===== src/rtl/ddr_cmd_fsm_if.sv =====
// System-side and DDR-pin bundle of the DDR command sequencer.
// The FSM uses the slave modport; whoever issues requests uses master.
interface ddr_cmd_fsm_if #(
  parameter int ROW_W = 13,
  parameter int COL_W = 10,
  parameter int BA_W  = 2
);
  logic                        init_done;
  logic                        sys_req;
  logic                        sys_rw;
  logic [BA_W+ROW_W+COL_W-1:0] sys_addr;
  logic                        sys_ack;
  logic                        sys_busy;
  logic                        rd_valid;
  logic [3:0]                  cmd_state;
  logic                        ddr_cs_n;
  logic                        ddr_ras_n;
  logic                        ddr_cas_n;
  logic                        ddr_we_n;
  logic [BA_W-1:0]             ddr_ba;
  logic [ROW_W-1:0]            ddr_addr;

  modport master (
    output init_done, sys_req, sys_rw, sys_addr,
    input  sys_ack, sys_busy, rd_valid, cmd_state,
    input  ddr_cs_n, ddr_ras_n, ddr_cas_n, ddr_we_n, ddr_ba, ddr_addr
  );

  modport slave (
    input  init_done, sys_req, sys_rw, sys_addr,
    output sys_ack, sys_busy, rd_valid, cmd_state,
    output ddr_cs_n, ddr_ras_n, ddr_cas_n, ddr_we_n, ddr_ba, ddr_addr
  );
endinterface


===== src/rtl/ddr_cmd_fsm.sv =====
// DDR command sequencer: ACTIVE/READ/WRITE/PRECHARGE/AUTO_REFRESH with tRCD/CL/tWR/tRP/tRFC timing.
// Optional macro DDR_AUTO_PRECHARGE_EN: READ/WRITE carry A10=1 and the explicit PRECHARGE state is skipped.
module ddr_cmd_fsm #(
  parameter int ROW_W        = 13,
  parameter int COL_W        = 10,
  parameter int BA_W         = 2,
  parameter int T_RCD        = 2,
  parameter int T_WR         = 2,
  parameter int T_RP         = 2,
  parameter int T_RFC        = 8,
  parameter int CAS_LAT      = 2,
  parameter int BURST_LEN    = 4,
  parameter int REF_INTERVAL = 780
) (
  input  logic          clk_i,
  input  logic          rst_ni,
  ddr_cmd_fsm_if.slave  ctrl
);

  typedef enum logic [3:0] {
    IDLE                = 4'd0,
    ACTIVE              = 4'd1,
    WAIT_TRCD           = 4'd2,
    WRITE               = 4'd3,
    WAIT_END_OF_W_BURST = 4'd4,
    WAIT_WRITE_RECOVERY = 4'd5,
    READ                = 4'd6,
    WAIT_CAS_LAT        = 4'd7,
    WAIT_END_OF_R_BURST = 4'd8,
    PRECHARGE           = 4'd9,
    WAIT_TRP            = 4'd10,
    AUTO_REFRESH        = 4'd11,
    WAIT_TRFC           = 4'd12
  } state_e;

  localparam int CNT_W  = 16;
  localparam int REF_W  = $clog2(REF_INTERVAL + 1);
  localparam int ADDR_W = BA_W + ROW_W + COL_W;

  localparam int N_TRCD = T_RCD - 1;
  localparam int N_WB   = BURST_LEN / 2 - 1;
  localparam int N_WR   = T_WR;
  localparam int N_CL   = CAS_LAT - 1;
  localparam int N_RB   = BURST_LEN / 2;
  localparam int N_TRP  = T_RP - 1;
  localparam int N_TRFC = T_RFC - 1;

  localparam logic [ROW_W-1:0] A10_MASK = ROW_W'(1) << 10;
`ifdef DDR_AUTO_PRECHARGE_EN
  localparam logic [ROW_W-1:0] RW_A10 = A10_MASK;
`else
  localparam logic [ROW_W-1:0] RW_A10 = '0;
`endif

  state_e              state_q, state_d;
  logic [CNT_W-1:0]    cnt_q, cnt_d;
  logic                rw_q, rw_d;
  logic [ADDR_W-1:0]   sysAddr_q, sysAddr_d;
  logic [REF_W-1:0]    refCnt_q, refCnt_d;
  logic                refPending_q, refPending_d;
  logic                ack_q, ack_d;
  logic                busy_q, busy_d;
  logic                rdValid_q, rdValid_d;
  logic [2:0]          cmd_q, cmd_d;
  logic [BA_W-1:0]     ba_q, ba_d;
  logic [ROW_W-1:0]    ddrAddr_q, ddrAddr_d;
  logic                takeReq;

  function automatic state_e trpOrIdle();
    return (N_TRP == 0) ? IDLE : WAIT_TRP;
  endfunction

  function automatic state_e afterBurst();
`ifdef DDR_AUTO_PRECHARGE_EN
    return trpOrIdle();
`else
    return PRECHARGE;
`endif
  endfunction

  // Wait states skip themselves when their count is zero, so a load is only ever N-1 with N>=1.
  function automatic logic [CNT_W-1:0] loadFor(state_e s);
    case (s)
      WAIT_TRCD:           return CNT_W'(N_TRCD - 1);
      WAIT_END_OF_W_BURST: return CNT_W'(N_WB - 1);
      WAIT_WRITE_RECOVERY: return CNT_W'(N_WR - 1);
      WAIT_CAS_LAT:        return CNT_W'(N_CL - 1);
      WAIT_END_OF_R_BURST: return CNT_W'(N_RB - 1);
      WAIT_TRP:            return CNT_W'(N_TRP - 1);
      WAIT_TRFC:           return CNT_W'(N_TRFC - 1);
      default:             return '0;
    endcase
  endfunction

  always_comb begin
    state_d = state_q;
    case (state_q)
      IDLE: begin
        if (ctrl.init_done && refPending_q)  state_d = AUTO_REFRESH;
        else if (ctrl.init_done && ctrl.sys_req) state_d = ACTIVE;
      end
      ACTIVE:              state_d = (N_TRCD == 0) ? (rw_q ? WRITE : READ) : WAIT_TRCD;
      WAIT_TRCD:           if (cnt_q == '0) state_d = rw_q ? WRITE : READ;
      WRITE:               state_d = (N_WB == 0) ? WAIT_WRITE_RECOVERY : WAIT_END_OF_W_BURST;
      WAIT_END_OF_W_BURST: if (cnt_q == '0) state_d = WAIT_WRITE_RECOVERY;
      WAIT_WRITE_RECOVERY: if (cnt_q == '0) state_d = afterBurst();
      READ:                state_d = (N_CL == 0) ? WAIT_END_OF_R_BURST : WAIT_CAS_LAT;
      WAIT_CAS_LAT:        if (cnt_q == '0) state_d = WAIT_END_OF_R_BURST;
      WAIT_END_OF_R_BURST: if (cnt_q == '0) state_d = afterBurst();
      PRECHARGE:           state_d = trpOrIdle();
      WAIT_TRP:            if (cnt_q == '0) state_d = IDLE;
      AUTO_REFRESH:        state_d = (N_TRFC == 0) ? IDLE : WAIT_TRFC;
      WAIT_TRFC:           if (cnt_q == '0) state_d = IDLE;
      default:             state_d = IDLE;
    endcase

    if (state_d != state_q) cnt_d = loadFor(state_d);
    else if (cnt_q != '0)   cnt_d = cnt_q - CNT_W'(1);
    else                    cnt_d = cnt_q;

    takeReq   = (state_q == IDLE) && (state_d == ACTIVE);
    rw_d      = takeReq ? ctrl.sys_rw   : rw_q;
    sysAddr_d = takeReq ? ctrl.sys_addr : sysAddr_q;

    // Refresh timer idles at its reload value until the DDR device is initialised.
    if (!ctrl.init_done)      refCnt_d = REF_W'(REF_INTERVAL - 1);
    else if (refCnt_q == '0)  refCnt_d = REF_W'(REF_INTERVAL - 1);
    else                      refCnt_d = refCnt_q - REF_W'(1);

    refPending_d = refPending_q;
    if (state_q == IDLE && state_d == AUTO_REFRESH) refPending_d = 1'b0;
    if (ctrl.init_done && refCnt_q == '0)           refPending_d = 1'b1;

    // Pins are decoded from the next state so each command lines up with its issuing state.
    case (state_d)
      ACTIVE:       cmd_d = 3'b011;
      READ:         cmd_d = 3'b101;
      WRITE:        cmd_d = 3'b100;
      PRECHARGE:    cmd_d = 3'b010;
      AUTO_REFRESH: cmd_d = 3'b001;
      default:      cmd_d = 3'b111;
    endcase

    ba_d      = ba_q;
    ddrAddr_d = ddrAddr_q;
    if (takeReq) begin
      ba_d      = ctrl.sys_addr[ADDR_W-1 -: BA_W];
      ddrAddr_d = ctrl.sys_addr[ROW_W+COL_W-1 -: ROW_W];
    end else if (state_d != state_q && (state_d == READ || state_d == WRITE)) begin
      ba_d      = sysAddr_q[ADDR_W-1 -: BA_W];
      ddrAddr_d = ROW_W'(sysAddr_q[COL_W-1:0]) | RW_A10;
    end else if (state_d == PRECHARGE) begin
      ddrAddr_d = A10_MASK;
    end

    ack_d     = takeReq;
    busy_d    = (state_d != IDLE);
    rdValid_d = (state_d == WAIT_END_OF_R_BURST);
  end

  always_ff @(posedge clk_i or negedge rst_ni) begin
    if (!rst_ni) begin
      state_q      <= IDLE;
      cnt_q        <= '0;
      rw_q         <= 1'b0;
      sysAddr_q    <= '0;
      refCnt_q     <= REF_W'(REF_INTERVAL - 1);
      refPending_q <= 1'b0;
      ack_q        <= 1'b0;
      busy_q       <= 1'b0;
      rdValid_q    <= 1'b0;
      cmd_q        <= 3'b111;
      ba_q         <= '0;
      ddrAddr_q    <= '0;
    end else begin
      state_q      <= state_d;
      cnt_q        <= cnt_d;
      rw_q         <= rw_d;
      sysAddr_q    <= sysAddr_d;
      refCnt_q     <= refCnt_d;
      refPending_q <= refPending_d;
      ack_q        <= ack_d;
      busy_q       <= busy_d;
      rdValid_q    <= rdValid_d;
      cmd_q        <= cmd_d;
      ba_q         <= ba_d;
      ddrAddr_q    <= ddrAddr_d;
    end
  end

  assign ctrl.cmd_state = state_q;
  assign ctrl.sys_ack   = ack_q;
  assign ctrl.sys_busy  = busy_q;
  assign ctrl.rd_valid  = rdValid_q;
  assign ctrl.ddr_cs_n  = 1'b0;
  assign ctrl.ddr_ras_n = cmd_q[2];
  assign ctrl.ddr_cas_n = cmd_q[1];
  assign ctrl.ddr_we_n  = cmd_q[0];
  assign ctrl.ddr_ba    = ba_q;
  assign ctrl.ddr_addr  = ddrAddr_q;

endmodule


===== src/flat_wrapper.sv =====
// flat-port wrapper written by rule: the top's interface ports become plain ports
module ddr_cmd_fsm_flat 
#(
  parameter int ROW_W        = 13,
  parameter int COL_W        = 10,
  parameter int BA_W         = 2,
  parameter int T_RCD        = 2,
  parameter int T_WR         = 2,
  parameter int T_RP         = 2,
  parameter int T_RFC        = 8,
  parameter int CAS_LAT      = 2,
  parameter int BURST_LEN    = 4,
  parameter int REF_INTERVAL = 780
)
  (clk_i, rst_ni, ctrl_init_done, ctrl_sys_req, ctrl_sys_rw, ctrl_sys_addr, ctrl_sys_ack, ctrl_sys_busy, ctrl_rd_valid, ctrl_cmd_state, ctrl_ddr_cs_n, ctrl_ddr_ras_n, ctrl_ddr_cas_n, ctrl_ddr_we_n, ctrl_ddr_ba, ctrl_ddr_addr);
  ddr_cmd_fsm_if #(.ROW_W(ROW_W), .COL_W(COL_W), .BA_W(BA_W)) ctrl_i ();
  input  logic clk_i;
  input  logic rst_ni;
  input wire logic [$bits(ctrl_i.init_done)-1:0] ctrl_init_done;
  input wire logic [$bits(ctrl_i.sys_req)-1:0] ctrl_sys_req;
  input wire logic [$bits(ctrl_i.sys_rw)-1:0] ctrl_sys_rw;
  input wire logic [$bits(ctrl_i.sys_addr)-1:0] ctrl_sys_addr;
  output wire logic [$bits(ctrl_i.sys_ack)-1:0] ctrl_sys_ack;
  output wire logic [$bits(ctrl_i.sys_busy)-1:0] ctrl_sys_busy;
  output wire logic [$bits(ctrl_i.rd_valid)-1:0] ctrl_rd_valid;
  output wire logic [$bits(ctrl_i.cmd_state)-1:0] ctrl_cmd_state;
  output wire logic [$bits(ctrl_i.ddr_cs_n)-1:0] ctrl_ddr_cs_n;
  output wire logic [$bits(ctrl_i.ddr_ras_n)-1:0] ctrl_ddr_ras_n;
  output wire logic [$bits(ctrl_i.ddr_cas_n)-1:0] ctrl_ddr_cas_n;
  output wire logic [$bits(ctrl_i.ddr_we_n)-1:0] ctrl_ddr_we_n;
  output wire logic [$bits(ctrl_i.ddr_ba)-1:0] ctrl_ddr_ba;
  output wire logic [$bits(ctrl_i.ddr_addr)-1:0] ctrl_ddr_addr;
  assign ctrl_i.init_done = ctrl_init_done;
  assign ctrl_i.sys_req = ctrl_sys_req;
  assign ctrl_i.sys_rw = ctrl_sys_rw;
  assign ctrl_i.sys_addr = ctrl_sys_addr;
  assign ctrl_sys_ack = ctrl_i.sys_ack;
  assign ctrl_sys_busy = ctrl_i.sys_busy;
  assign ctrl_rd_valid = ctrl_i.rd_valid;
  assign ctrl_cmd_state = ctrl_i.cmd_state;
  assign ctrl_ddr_cs_n = ctrl_i.ddr_cs_n;
  assign ctrl_ddr_ras_n = ctrl_i.ddr_ras_n;
  assign ctrl_ddr_cas_n = ctrl_i.ddr_cas_n;
  assign ctrl_ddr_we_n = ctrl_i.ddr_we_n;
  assign ctrl_ddr_ba = ctrl_i.ddr_ba;
  assign ctrl_ddr_addr = ctrl_i.ddr_addr;
  ddr_cmd_fsm #(.ROW_W(ROW_W), .COL_W(COL_W), .BA_W(BA_W), .T_RCD(T_RCD), .T_WR(T_WR), .T_RP(T_RP), .T_RFC(T_RFC), .CAS_LAT(CAS_LAT), .BURST_LEN(BURST_LEN), .REF_INTERVAL(REF_INTERVAL)) u_core (.clk_i(clk_i), .rst_ni(rst_ni), .ctrl(ctrl_i));
endmodule

===== config.mk =====
export PLATFORM = sky130hd
export DESIGN_NAME = ddr_cmd_fsm_flat
export DESIGN_NICKNAME = d
export VERILOG_FILES = /design/src/rtl/ddr_cmd_fsm_if.sv /design/src/rtl/ddr_cmd_fsm.sv /design/src/flat_wrapper.sv
export SDC_FILE = /design/constraint.sdc
export NUM_CORES = 1
export LEC_CHECK = 0
export CAP_MARGIN = 30
export CORE_MARGIN = 2
export CORE_UTILIZATION = 25
export DETAILED_ROUTE_END_ITERATION = 8
export DONT_BUFFER_PORTS = 1
export SETUP_SLACK_MARGIN = 0.15
export SLEW_MARGIN = 20
export SYNTH_ARGS = -nofsm -noshare
export SYNTH_HDL_FRONTEND = slang
export SYNTH_SLANG_ARGS = --single-unit

===== constraint.sdc =====
create_clock -name clk_i -period 9.1 [get_ports clk_i]
set_clock_uncertainty 0.1 [all_clocks]
set_input_delay 1.82 -clock clk_i [delete_from_list [all_inputs] [get_ports clk_i]]
set_output_delay 1.82 -clock clk_i [all_outputs]
set_load 0.05 [all_outputs]

==> reports/results.ini <==
[run_status]
status=complete, no violations

[power_and_ir_drop]
switchingPower_mw=0.671
clockPowerShare_pct=21.5
combPwrFrac_pct=36.1
p_int_mw=0.855
sw_frac_of_total_pct=44.0
p_per_area_mw_per_mm2=424
power_mw=1.53
vdd_drop_max_v=0.000170
seqPwrFrac_pct=42.4
p_leak_nw=1.57

[routing]
wire_per_inst_um=14.0
dr.pass1.iters=4
via_per_inst=4.58
drt_iter0_drc=109
route.detailed.drc=0
drt_wl_total_mm=6.45
vias=2116
antenna_left=0

[clock_network]
root_buffer=clkbuf_16
cts_tree=built
cts_buffers=9
cts_sinks=65
clock_latency_ps=320
cts_resized=0
postCtsHoldBufs=0
path_clk_slew_ps=50
ctsLongestPathBuffers=2
cts_max_level=3
cts_setup_buffers=0

[synthesis]
syn_nets=317
synth_seq_area_share_pct=51.8
synth-simple-area-share_pct=17.6
yosysUniqueCellTypes=53
synth_seq_cells=65
yosysTopAreaCell=dfrtp_1
async_flop_share_pct=100
netlist_area_mm2=0.00316
synthAdderAreaFrac_pct=0.792
synth_warnings=0
synthMuxAreaShare_pct=6.45
synth-compound-area-share_pct=13.6
synth_edf_count=0
synthXorXnorAreaFrac_pct=5.54
synthFlopType=dfrtp_1
synthTopCellsByArea=dfrtp_1 (45%), dfstp_2 (6.7%), nor2_1 (3.9%)
synthCells=285
synth_top_area_share_pct=45.1
synth.avg_cell_area_um2=11.1
synth_top_family_by_area=simple AND/OR/NAND/NOR gates

[global_routing]
grt_pass1_wl_mm=10.7
gr-total-overflow=0
antenna_found_initial=1
track_usage_pct=10.2
grt_max_degree=66
grt_pass1_vias=2097

[sta]
slew_headroom_pct=40.8
fmax_mhz=269
final_max_slew_viol_count=0
fin_tns_setup_ps=0
finalSetupViolCount=0
hold_viol=0
rsz0062_at_grt=false
period_needed_ps=3720
tightest_slew_ps=885
finalCritPeriodShare_pct=40.9

[setup_path]
cp-end-kind=flip-flop
path_max_fanout=33
critPathKind=flip-flop to flip-flop
worstPathRequired_ps=9200
start_kind=flip-flop
worstPathArrival_ps=3820

[floorplanning]
rows=41
start_util_pct=25.4
die_area_mm2=0.0136
core_mm2=0.0125
die_x_um=116
num_io_pins=56
die_y_um=116

[worst_hold_path]
worst_hold_path_type=flip-flop to flip-flop

[cells_and_area]
antenna_cells=0
nets=317
layout_common_cells=dfrtp_1 (57), nor2_1 (33), nand2_1 (20)
final_common_cell=dfrtp_1
multi_input_area_mm2=0.00140
drive_gt1_share_pct=15.2
area_growth_pct=13.7
seq_area_mm2=0.00164
fillers=1279
fin_util_pct=28.8

[job]
cap_violations=0

[placement]
io_buffers=0
gp_congestion=0.843
dp_hpwl_mm=4.54

[power by group through the flow]
stage               combinational, mW  sequential [mW]  clock (mW)
floorplan                       0.506            0.611           0
global placement                0.537            0.650           0
detailed placement              0.553            0.653           0
CTS                             0.554            0.650       0.337
global route                    0.619            0.662       0.353
finish                          0.551            0.647       0.328
[cells in the mapped netlist, types with 4 or more instances]
master	number
nor4_1	8
inv_1	8
and3_1	5
buf_2	4
nor2_1	33
a21o_1	11
dfstp_2	8
nor3_1	8
a22o_1	13
a21oi_1	10
mux2i_1	5
mux2_4	8
o21ai_0	7
xor2_1	8
nand2_1	20
dfrtp_1	57
xnor2_1	12
nand2b_1	5
[per-layer routing]
layer,up-vias,track usage (%),part of all wire (%)
met5,-,0,0.17
met4,2,4.37,1.4
met3,12,3.84,6.5
met2,47,15.8,47
met1,1036,12.7,45
li1,1019,-,-
[registers in the layout, summed over array words and instances, names as in the netlist]
name and flops:
u_core.ctrl.rd_valid 1, u_core.ctrl.sys_ack 1, u_core.sysAddr_q 12, u_core.ctrl.ddr_addr 13, u_core.ctrl.ddr_ba 2, u_core.refPending_q 1, u_core.cnt_q 16, u_core.refCnt_q 10
u_core.rw_q 1, u_core.ctrl.cmd_state 4, u_core.cmd_q 3, u_core.ctrl.sys_busy 1
[worst max-delay path, stage by stage, from the launching register on]
cell,delay (ps)
dfrtp_1,370
inv_1,90
ha_1,200
nor3b_1,410
and4_4,420
and3_1,720
a221oi_4,220
nor4_4,310
buf_4,400
mux2_1,360
[final cells by class]
| cell class | instances | area share [%] |
|---|---|---|
| clock buffer | 14 | 7.90 |
| clock inverter | 2 | 0.278 |
| inverter | 11 | 1.15 |
| multi-input combinational | 196 | 38.8 |
| sequential | 65 | 45.5 |
| tap | 172 | 5.99 |
| timing repair buffer | 2 | 0.348 |
[per-stage QoR]
stage	setup slack, ps	hold slack [ps]	instances	instance area [um2]
after detailed placement	5140	340	445	3300
after CTS	5320	353	461	3590
after global placement	5190	334	445	3300
after floorplan	5650	328	285	3160
after global routing	5030	367	462	3590
final	5380	352	462	3590
[cell families after synthesis]
family / Yosys count
xor gates and xnor gates: 20
and+or+nand+nor: 101
AOI/OAI and AO/OA: 56
DFF: 65
muxes: 16
buffers and inverters: 24
other: 1
adders and majority gates: 2
[final timing paths]
check	startpoint	end	slack (ps)	depth (start not counted)
max reg2reg	u_core.cnt_q[0]$_DFFE_PN0P_	u_core.sysAddr_q[9]$_DFFE_PN0P_	5380	9
min reg2reg	u_core.refCnt_q[0]$_DFF_PN1_	u_core.refCnt_q[0]$_DFF_PN1_	350	1
max	u_core.cnt_q[0]$_DFFE_PN0P_	u_core.sysAddr_q[9]$_DFFE_PN0P_	5380	9
min in group asynchronous	rst_ni	u_core.refCnt_q[2]$_DFF_PN0_	1090	0
min	u_core.refCnt_q[0]$_DFF_PN1_	u_core.refCnt_q[0]$_DFF_PN1_	350	1
max in group asynchronous	rst_ni	u_core.cmd_q[0]$_DFF_PN1_	7620	0
No activity file was read; power rests on OpenSTA's default activity.
